### config.mk
export PLATFORM = sky130hd
export DESIGN_NAME = mem_port_arbiter
export DESIGN_NICKNAME = d
export VERILOG_FILES = /design/src/rtl/mem_port_arbiter.sv
export SDC_FILE = /design/constraint.sdc
export NUM_CORES = 1
export LEC_CHECK = 0
export ABC_AREA = 1
export CAP_MARGIN = 20
export CORE_ASPECT_RATIO = 1.25
export CORE_MARGIN = 8
export CORE_UTILIZATION = 26
export DETAILED_ROUTE_END_ITERATION = 8
export PLACE_DENSITY = 0.82
export SYNTH_ARGS = -nofsm -noshare
export SYNTH_HDL_FRONTEND = slang
export SYNTH_SLANG_ARGS = --single-unit
### constraint.sdc
create_clock -name clk -period 1.8 [get_ports clk]
set_input_delay 0.45 -clock clk [delete_from_list [all_inputs] [get_ports clk]]
set_output_delay 0.45 -clock clk [all_outputs]
set_load 0.01 [all_outputs]
### src/rtl/mem_port_arbiter.sv
// ---------------------------------------------------------------------------
// mem_port_arbiter
//
// Shares one synchronous-read memory port between two requesters:
//   A - the core (wins the very first tie after reset)
//   B - the DMA / IO engine
//
// Ownership is held in a registered three-state FSM (IDLE, OWN_A, OWN_B).
// An owner keeps the port while it requests. If the other side is waiting
// and the owner is not locked, the owner is handed off after MAX_HOLD
// accepted cycles. A lock stops pre-emption but never stops a voluntary
// release. Read data returns one cycle after acceptance. It is steered back
// to whichever requester issued the read, even across a hand-off.
//
// Optional feature (compile-time macro ARB_WAIT_CNT_EN):
//   adds a_wait_cnt / b_wait_cnt, 16-bit saturating counts of the cycles
//   each requester spent requesting without being granted.
//
// Parameters:
//   ADDR_W   memory address width
//   DATA_W   memory data width
//   MAX_HOLD accepted cycles an unlocked owner keeps the port while the
//            other requester waits (>= 1)
//
// Ports:
//   clk, rst_n                 clock (rising edge), async active-low reset
//   a_req/a_lock/a_addr/
//   a_wdata/a_we               requester A access request
//   a_gnt                      A access accepted this cycle
//   a_rdata/a_rvalid           read return to A
//   b_*                        same set for requester B
//   mem_addr/mem_wdata/mem_we  memory command
//   mem_rdata                  memory read data (valid the cycle after addr)
//   a_wait_cnt/b_wait_cnt      wait counters (ARB_WAIT_CNT_EN only)
// ---------------------------------------------------------------------------
module mem_port_arbiter #(
  parameter int ADDR_W   = 24,
  parameter int DATA_W   = 16,
  parameter int MAX_HOLD = 8
) (
  input  logic              clk,
  input  logic              rst_n,

  input  logic              a_req,
  input  logic              a_lock,
  input  logic [ADDR_W-1:0] a_addr,
  input  logic [DATA_W-1:0] a_wdata,
  input  logic              a_we,
  output logic              a_gnt,
  output logic [DATA_W-1:0] a_rdata,
  output logic              a_rvalid,

  input  logic              b_req,
  input  logic              b_lock,
  input  logic [ADDR_W-1:0] b_addr,
  input  logic [DATA_W-1:0] b_wdata,
  input  logic              b_we,
  output logic              b_gnt,
  output logic [DATA_W-1:0] b_rdata,
  output logic              b_rvalid,

  output logic [ADDR_W-1:0] mem_addr,
  output logic [DATA_W-1:0] mem_wdata,
  output logic              mem_we,
`ifdef ARB_WAIT_CNT_EN
  output logic [15:0]       a_wait_cnt,
  output logic [15:0]       b_wait_cnt,
`endif
  input  logic [DATA_W-1:0] mem_rdata
);

  localparam int HOLD_W = $clog2(MAX_HOLD) + 1;
  localparam logic [HOLD_W-1:0] HOLD_LAST = HOLD_W'(MAX_HOLD - 1);
  localparam logic [HOLD_W-1:0] HOLD_ONE  = HOLD_W'(1);

  typedef enum logic [1:0] {
    IDLE  = 2'd0,
    OWN_A = 2'd1,
    OWN_B = 2'd2
  } state_e;

  state_e            state_q;
  // Last owner served: 1 = B, 0 = A. It breaks ties from IDLE.
  logic              last_b_q;
  logic [HOLD_W-1:0] hold_q;
  logic              rsel_a_q;
  logic              rsel_b_q;
  logic              rsel_a_d;
  logic              rsel_b_d;

  // Acceptance is combinational inside the owned state. Only the ownership
  // itself is registered.
  assign a_gnt = (state_q == OWN_A) && a_req;
  assign b_gnt = (state_q == OWN_B) && b_req;

  // A read is outstanding for whoever was granted a non-write this cycle.
  assign rsel_a_d = a_gnt && !a_we;
  assign rsel_b_d = b_gnt && !b_we;

  // Both requesters see the raw memory data. Only rvalid says whose it is.
  assign a_rdata  = mem_rdata;
  assign b_rdata  = mem_rdata;
  assign a_rvalid = rsel_a_q;
  assign b_rvalid = rsel_b_q;

  // Port mux: the owner drives address and data even while idle-requesting.
  // A write only reaches memory on an accepted cycle.
  always_comb begin
    mem_addr  = '0;
    mem_wdata = '0;
    mem_we    = 1'b0;
    case (state_q)
      OWN_A: begin
        mem_addr  = a_addr;
        mem_wdata = a_wdata;
        mem_we    = a_we && a_gnt;
      end
      OWN_B: begin
        mem_addr  = b_addr;
        mem_wdata = b_wdata;
        mem_we    = b_we && b_gnt;
      end
      default: begin
        mem_addr  = '0;
        mem_wdata = '0;
        mem_we    = 1'b0;
      end
    endcase
  end

  // Ownership FSM with last-served tracking and the hold counter.
  // hold_q counts accepted cycles while the other side waits. It saturates
  // at MAX_HOLD-1, which is the cycle on which an unlocked owner is handed
  // off with no dead cycle in between. The counter is zero on every entry
  // to a new state.
  always_ff @(posedge clk or negedge rst_n) begin
    if (!rst_n) begin
      state_q  <= IDLE;
      last_b_q <= 1'b1;
      hold_q   <= '0;
    end else begin
      case (state_q)
        IDLE: begin
          hold_q <= '0;
          if (a_req && (!b_req || last_b_q)) begin
            state_q <= OWN_A;
          end else if (b_req) begin
            state_q <= OWN_B;
          end
        end

        OWN_A: begin
          if (!a_req) begin
            last_b_q <= 1'b0;
            hold_q   <= '0;
            state_q  <= b_req ? OWN_B : IDLE;
          end else if (b_req && !a_lock && (hold_q == HOLD_LAST)) begin
            last_b_q <= 1'b0;
            hold_q   <= '0;
            state_q  <= OWN_B;
          end else if (b_req) begin
            if (hold_q != HOLD_LAST) begin
              hold_q <= hold_q + HOLD_ONE;
            end
          end else begin
            hold_q <= '0;
          end
        end

        OWN_B: begin
          if (!b_req) begin
            last_b_q <= 1'b1;
            hold_q   <= '0;
            state_q  <= a_req ? OWN_A : IDLE;
          end else if (a_req && !b_lock && (hold_q == HOLD_LAST)) begin
            last_b_q <= 1'b1;
            hold_q   <= '0;
            state_q  <= OWN_A;
          end else if (a_req) begin
            if (hold_q != HOLD_LAST) begin
              hold_q <= hold_q + HOLD_ONE;
            end
          end else begin
            hold_q <= '0;
          end
        end

        default: begin
          state_q <= IDLE;
          hold_q  <= '0;
        end
      endcase
    end
  end

  // Read-return flags. An async reset discards any read in flight.
  always_ff @(posedge clk or negedge rst_n) begin
    if (!rst_n) begin
      rsel_a_q <= 1'b0;
      rsel_b_q <= 1'b0;
    end else begin
      rsel_a_q <= rsel_a_d;
      rsel_b_q <= rsel_b_d;
    end
  end

`ifdef ARB_WAIT_CNT_EN
  logic [15:0] a_wait_q;
  logic [15:0] b_wait_q;
  logic [15:0] a_wait_d;
  logic [15:0] b_wait_d;

  // Saturating wait counters: one tick per cycle spent requesting without a
  // grant.
  always_comb begin
    a_wait_d = a_wait_q;
    b_wait_d = b_wait_q;
    if (a_req && !a_gnt && (a_wait_q != 16'hFFFF)) begin
      a_wait_d = a_wait_q + 16'd1;
    end
    if (b_req && !b_gnt && (b_wait_q != 16'hFFFF)) begin
      b_wait_d = b_wait_q + 16'd1;
    end
  end

  always_ff @(posedge clk or negedge rst_n) begin
    if (!rst_n) begin
      a_wait_q <= 16'd0;
      b_wait_q <= 16'd0;
    end else begin
      a_wait_q <= a_wait_d;
      b_wait_q <= b_wait_d;
    end
  end

  assign a_wait_cnt = a_wait_q;
  assign b_wait_cnt = b_wait_q;
`endif

endmodule

# Yosys cells after proc, flatten, opt, wreduce, memory -nomap -nowiden
# Index checks and enable logic that the tools add are counted.
# Widths: inputs -> output; s select.
# word_totals
ff_bits,9
input_bits,104
out_inout_bits,77
elab_cells,59
# classes
n_addsub,1
n_eq_ne,7
muxes,25
n_reduce_logical,21
# ops
op,count
$pmux 24 s2,1
$pmux 16 s2,1
$mux 4,7
$mux 2,7
$logic_and 1x1->1,11
$pmux 4 s2,1
$ne 3x2->1 const B,2
$pmux 2 s3,1
$reduce_and 3->1,2
$logic_not 1->1,5
$mux 1,5
$add 4x1->4 const B,1
$eq 4x3->1 const B,1
$ne 4x3->1 const B,1
$pmux 1 s2,2
$ne 3x3->1 const B,1
$eq 2x1->1 const B,1
$eq 2x2->1 const B,1
$logic_not 2->1,1
$reduce_bool 2->1,1
$logic_or 1x1->1,1

# Logic depth before layout (Yosys ltp)
# logic_depth
depth_word,6
depth_mapped,10
depth_no_buf,9

# Worst setup path after synthesis
# Ideal clock, no wire load.
# synth_timing
kind,reg-to-output
start,register state_q[0]
end,output port mem_addr[0]
arrival_ps,1227
required_time_ps,1350
setup_slack_ps,123
path_stages_with_launch,6
n_path_buf,1
path_cell_list,dfrtp_1 -> inv_1 -> ha_1 -> inv_2 -> clkbuf_1 -> a21oi_1
# synth_between
elab_chain_len,2
word_cells_on_any_way,3
cone_classes,2 x eq/ne; 1 x mux
# synth_lines
item,line,rtl
from (decl),82,state_e state_q;
from (signal assigned),156,state_q <= b_req ? OWN_B : IDLE;
from (signal assigned),174,state_q <= a_req ? OWN_A : IDLE;
$eq 2x2->1 / $eq 2x1->1 (equally long branches),112,case (state_q)
$pmux 24 s2 *,112,
to (decl),62,"output logic [ADDR_W-1:0] mem_addr,"
# Mark *: on every way between the ends. The rest lies on a longest branch, timed or not.

# Worst setup path in the final report
# layout_timing
start,register state_q[0]
end,output port mem_wdata[3]
# layout_between
elab_chain_len,2
word_cells_on_any_way,3
cone_classes,2 x eq/ne; 1 x mux
# layout_lines
item,line,rtl
$eq 2x2->1 / $eq 2x1->1 (equally long branches),112,
$pmux 16 s2 *,112,
to (decl),63,"output logic [DATA_W-1:0] mem_wdata,"
# Marked as above.

==> impl_metrics.toml <==
[outcome]
status = "finished with violations"
violations = "setup timing"

[final_layout]
nFillCells = 490
nets = 478
syn_to_final_growth_pct = 121
final_util = 0.584
antenna_cells = 0
final_area_um2 = 3110
drive_gt1_frac = 0.429

[logic_synthesis]
netlist_top_cells_area = "nand2_1 26%, buf_4 17%, a21oi_1 15%, dfrtp_1 14%, ha_1 4.4%"
yosysTopAreaCellShare = 0.264
syn-instance-count = 244
synthArstFlopShare = 1.00
ys_seq_area_frac = 0.161
ys_ff_latch = 9
synth.net_count = 353
synth_area_um2 = 1410
yosysWarnings = 0
synth_cell_types = 19
synth_top_cells_by_count = "99 x nand2_1, 43 x a21oi_1, 32 x buf_4"
synth-edff-count = 0
synth.most_common_cell = "nand2_1"
synthFlopType = "dfrtp_1"
synth_area_per_cell_um2 = 5.78
synth_top_area_cell = "nand2_1"

[detailed_routing]
num_vias = 1973
viasPerCell = 4.57
wl_um = 7050
wl_per_cell_um = 16.3
initialDrtViolationCount = 41
drc = 0
routed-wl-met2_um = 3760
ant_nets = 0
wl_met3_um = 833
firstDrtPassIters = 6
wl_met1_um = 2360
highest_layer = "met4"

[power_and_ir_drop]
p_per_area_nw_per_um2 = 1360
power.leakage_uw = 0.00136
max-vdd-ir-drop_uv = 598

[timing]
timing.final.crit_share = 1.11
setup_viol = 43
slew_violations = 0
grt_setup_unrepaired = "yes"
timing.fmax_mhz = 499
worst_slew_pin_slew_ps = 425
hold_ws_ps = 471
clock_skew_ps = 1.14
final-hold-violation-count = 0
finalCriticalPeriod_ps = 2000
relSlewSlack = 0.715
worst_slack_ps = -205

[floorplanning]
die_h_um = 98.3
num_rows = 30
num_io_pins = 181
chipWidth_um = 81.9
fp.coreArea_um2 = 5330
die-area_um2 = 8050
start_util = 0.265

[clocking]
cts_tree = "built"
clkSlewWorstSetupHoldPaths_ps = 40
insertion_delay_ps = 230
cts_buffer_depth = 2
hold_buffers = 0
htree_levels = 1
cts_sinks = 9
cts_root_buffer = "clkbuf_8"
cts_buffers = 3

[grt]
grt_antenna_before_repair = 0
gr-total-overflow = 0
grt_pass1_wl_um = 10700
track_usage = 0.167
grt_pass1_vias = 2174
grt_max_degree = 24

[placed_design]
place.gp.congestion = 0.822
portBuffers = 132
place_area_um2 = 2700
dp_hpwl_um = 5280

[worst_setup_path]
cp-start-kind = "flop"
path_class = "flop to output port"
arrival_ps = 1550
worstPathRequired_ps = 1350
crit_path_max_fanout = 7
cp-end-kind = "output port"
r2r_slack_ps = 120

[flow_run]
cap_violations = 0

[worst_hold_path]
hold_class = "flop to flop"
-- layout make-up --
class | instances | area (um2) | area share
Timing Repair Buffer | 166 | 1610 | 0.517
Multi-Input combinational cell | 178 | 1100 | 0.352
Sequential cell | 9 | 226 | 0.0727
Tap cell | 64 | 80.1 | 0.0257
Inverter | 11 | 53.8 | 0.0173
Clock buffer | 4 | 45.0 | 0.0145
-- layer usage --
metal	vias to the layer above	global-route usage
li1	984	-
met1	883	0.164
met2	98	0.296
met3	8	0.0855
met4	0	0.0434
met5	-	0
-- layout by cell type (no fill, tap or decap), types with 2 or more instances in the layout --
master           instances
a21oi_1                  6
a21oi_2                 36
buf_12                   7
buf_2                   38
buf_4                   16
buf_6                    9
clkbuf_16                5
clkbuf_8                 3
clkdlybuf4s50_1         89
dfrtp_1                  8
ha_1                     2
ha_4                     3
inv_1                    4
inv_2                    4
inv_4                    2
nand2_1                 77
nand2_2                 21
nand2_4                  7
nand3_1                  7
nor2_1                   9
nor2_4                   2
o21ai_0                  4
-- cells by family (layout without fill, tap and decap cells) --
logic type               after synthesis  count (layout)  share of synthesized area
AND/OR/NAND/NOR                      124             124                      0.370
buffers and inverters                 57             181                      0.245
AO/OA/AOI/OAI                         47              47                      0.167
flip-flops                             9               9                      0.161
adder cells (fa/ha/maj)                5               5                     0.0444
XOR/XNOR                               1               1                    0.00621
multiplexers                           1               1                    0.00710
-- where the power goes --
group          switching [uW]  total [uW]  internal, uW
Sequential               28.1         276           248
Combinational            1820        3720          1900
Clock                    81.3         236           154
-- worst paths after layout --
kind / start / to / depth (start not counted)
worst min register to register: last_b_q / last_b_q / 2
worst max register to register: state_q[1] / state_q[1] / 11
max in group asynchronous: rst_n / last_b_q / 1
worst min-delay path: last_b_q / last_b_q / 2
min in group asynchronous: rst_n / hold_q[1] / 1
worst max-delay path: state_q[0] / mem_wdata[3] / 7
-- sequential cells by signal, indices dropped and copies added, names as in the netlist --
name,cells
state_q,2
a_rvalid,1
hold_q,4
b_rvalid,1
last_b_q,1
-- through the flow --
stage / std cells / setup TNS [ps] / worst slack (ps) / power, uW
floorplan: 244 / 0 / 123 / 1540
finish: 432 / -7390 / -205 / 4230
global placement: 411 / -14810 / -510 / 2920
detailed placement: 411 / -16270 / -515 / 2960
CTS: 423 / -4950 / -218 / 3570
global route: 432 / -9250 / -245 / 4540
-- worst max-delay path: stages (launching register included) --
cell,delay (ps)
dfrtp_1,370
inv_2,70
buf_6,120
ha_4,280
inv_8,60
clkbuf_16,160
a21oi_2,100
buf_2,150
-- what timing repair did --
action,4_1_cts,5_1_grt
hold endpoints to repair,0,0
endpoints found under the setup margin,43,43
buffers inserted,6,3
resized for setup,217,48
cloned,2,7
pin swaps,0,19
Note: power is estimated with default switching activity, not from simulation.
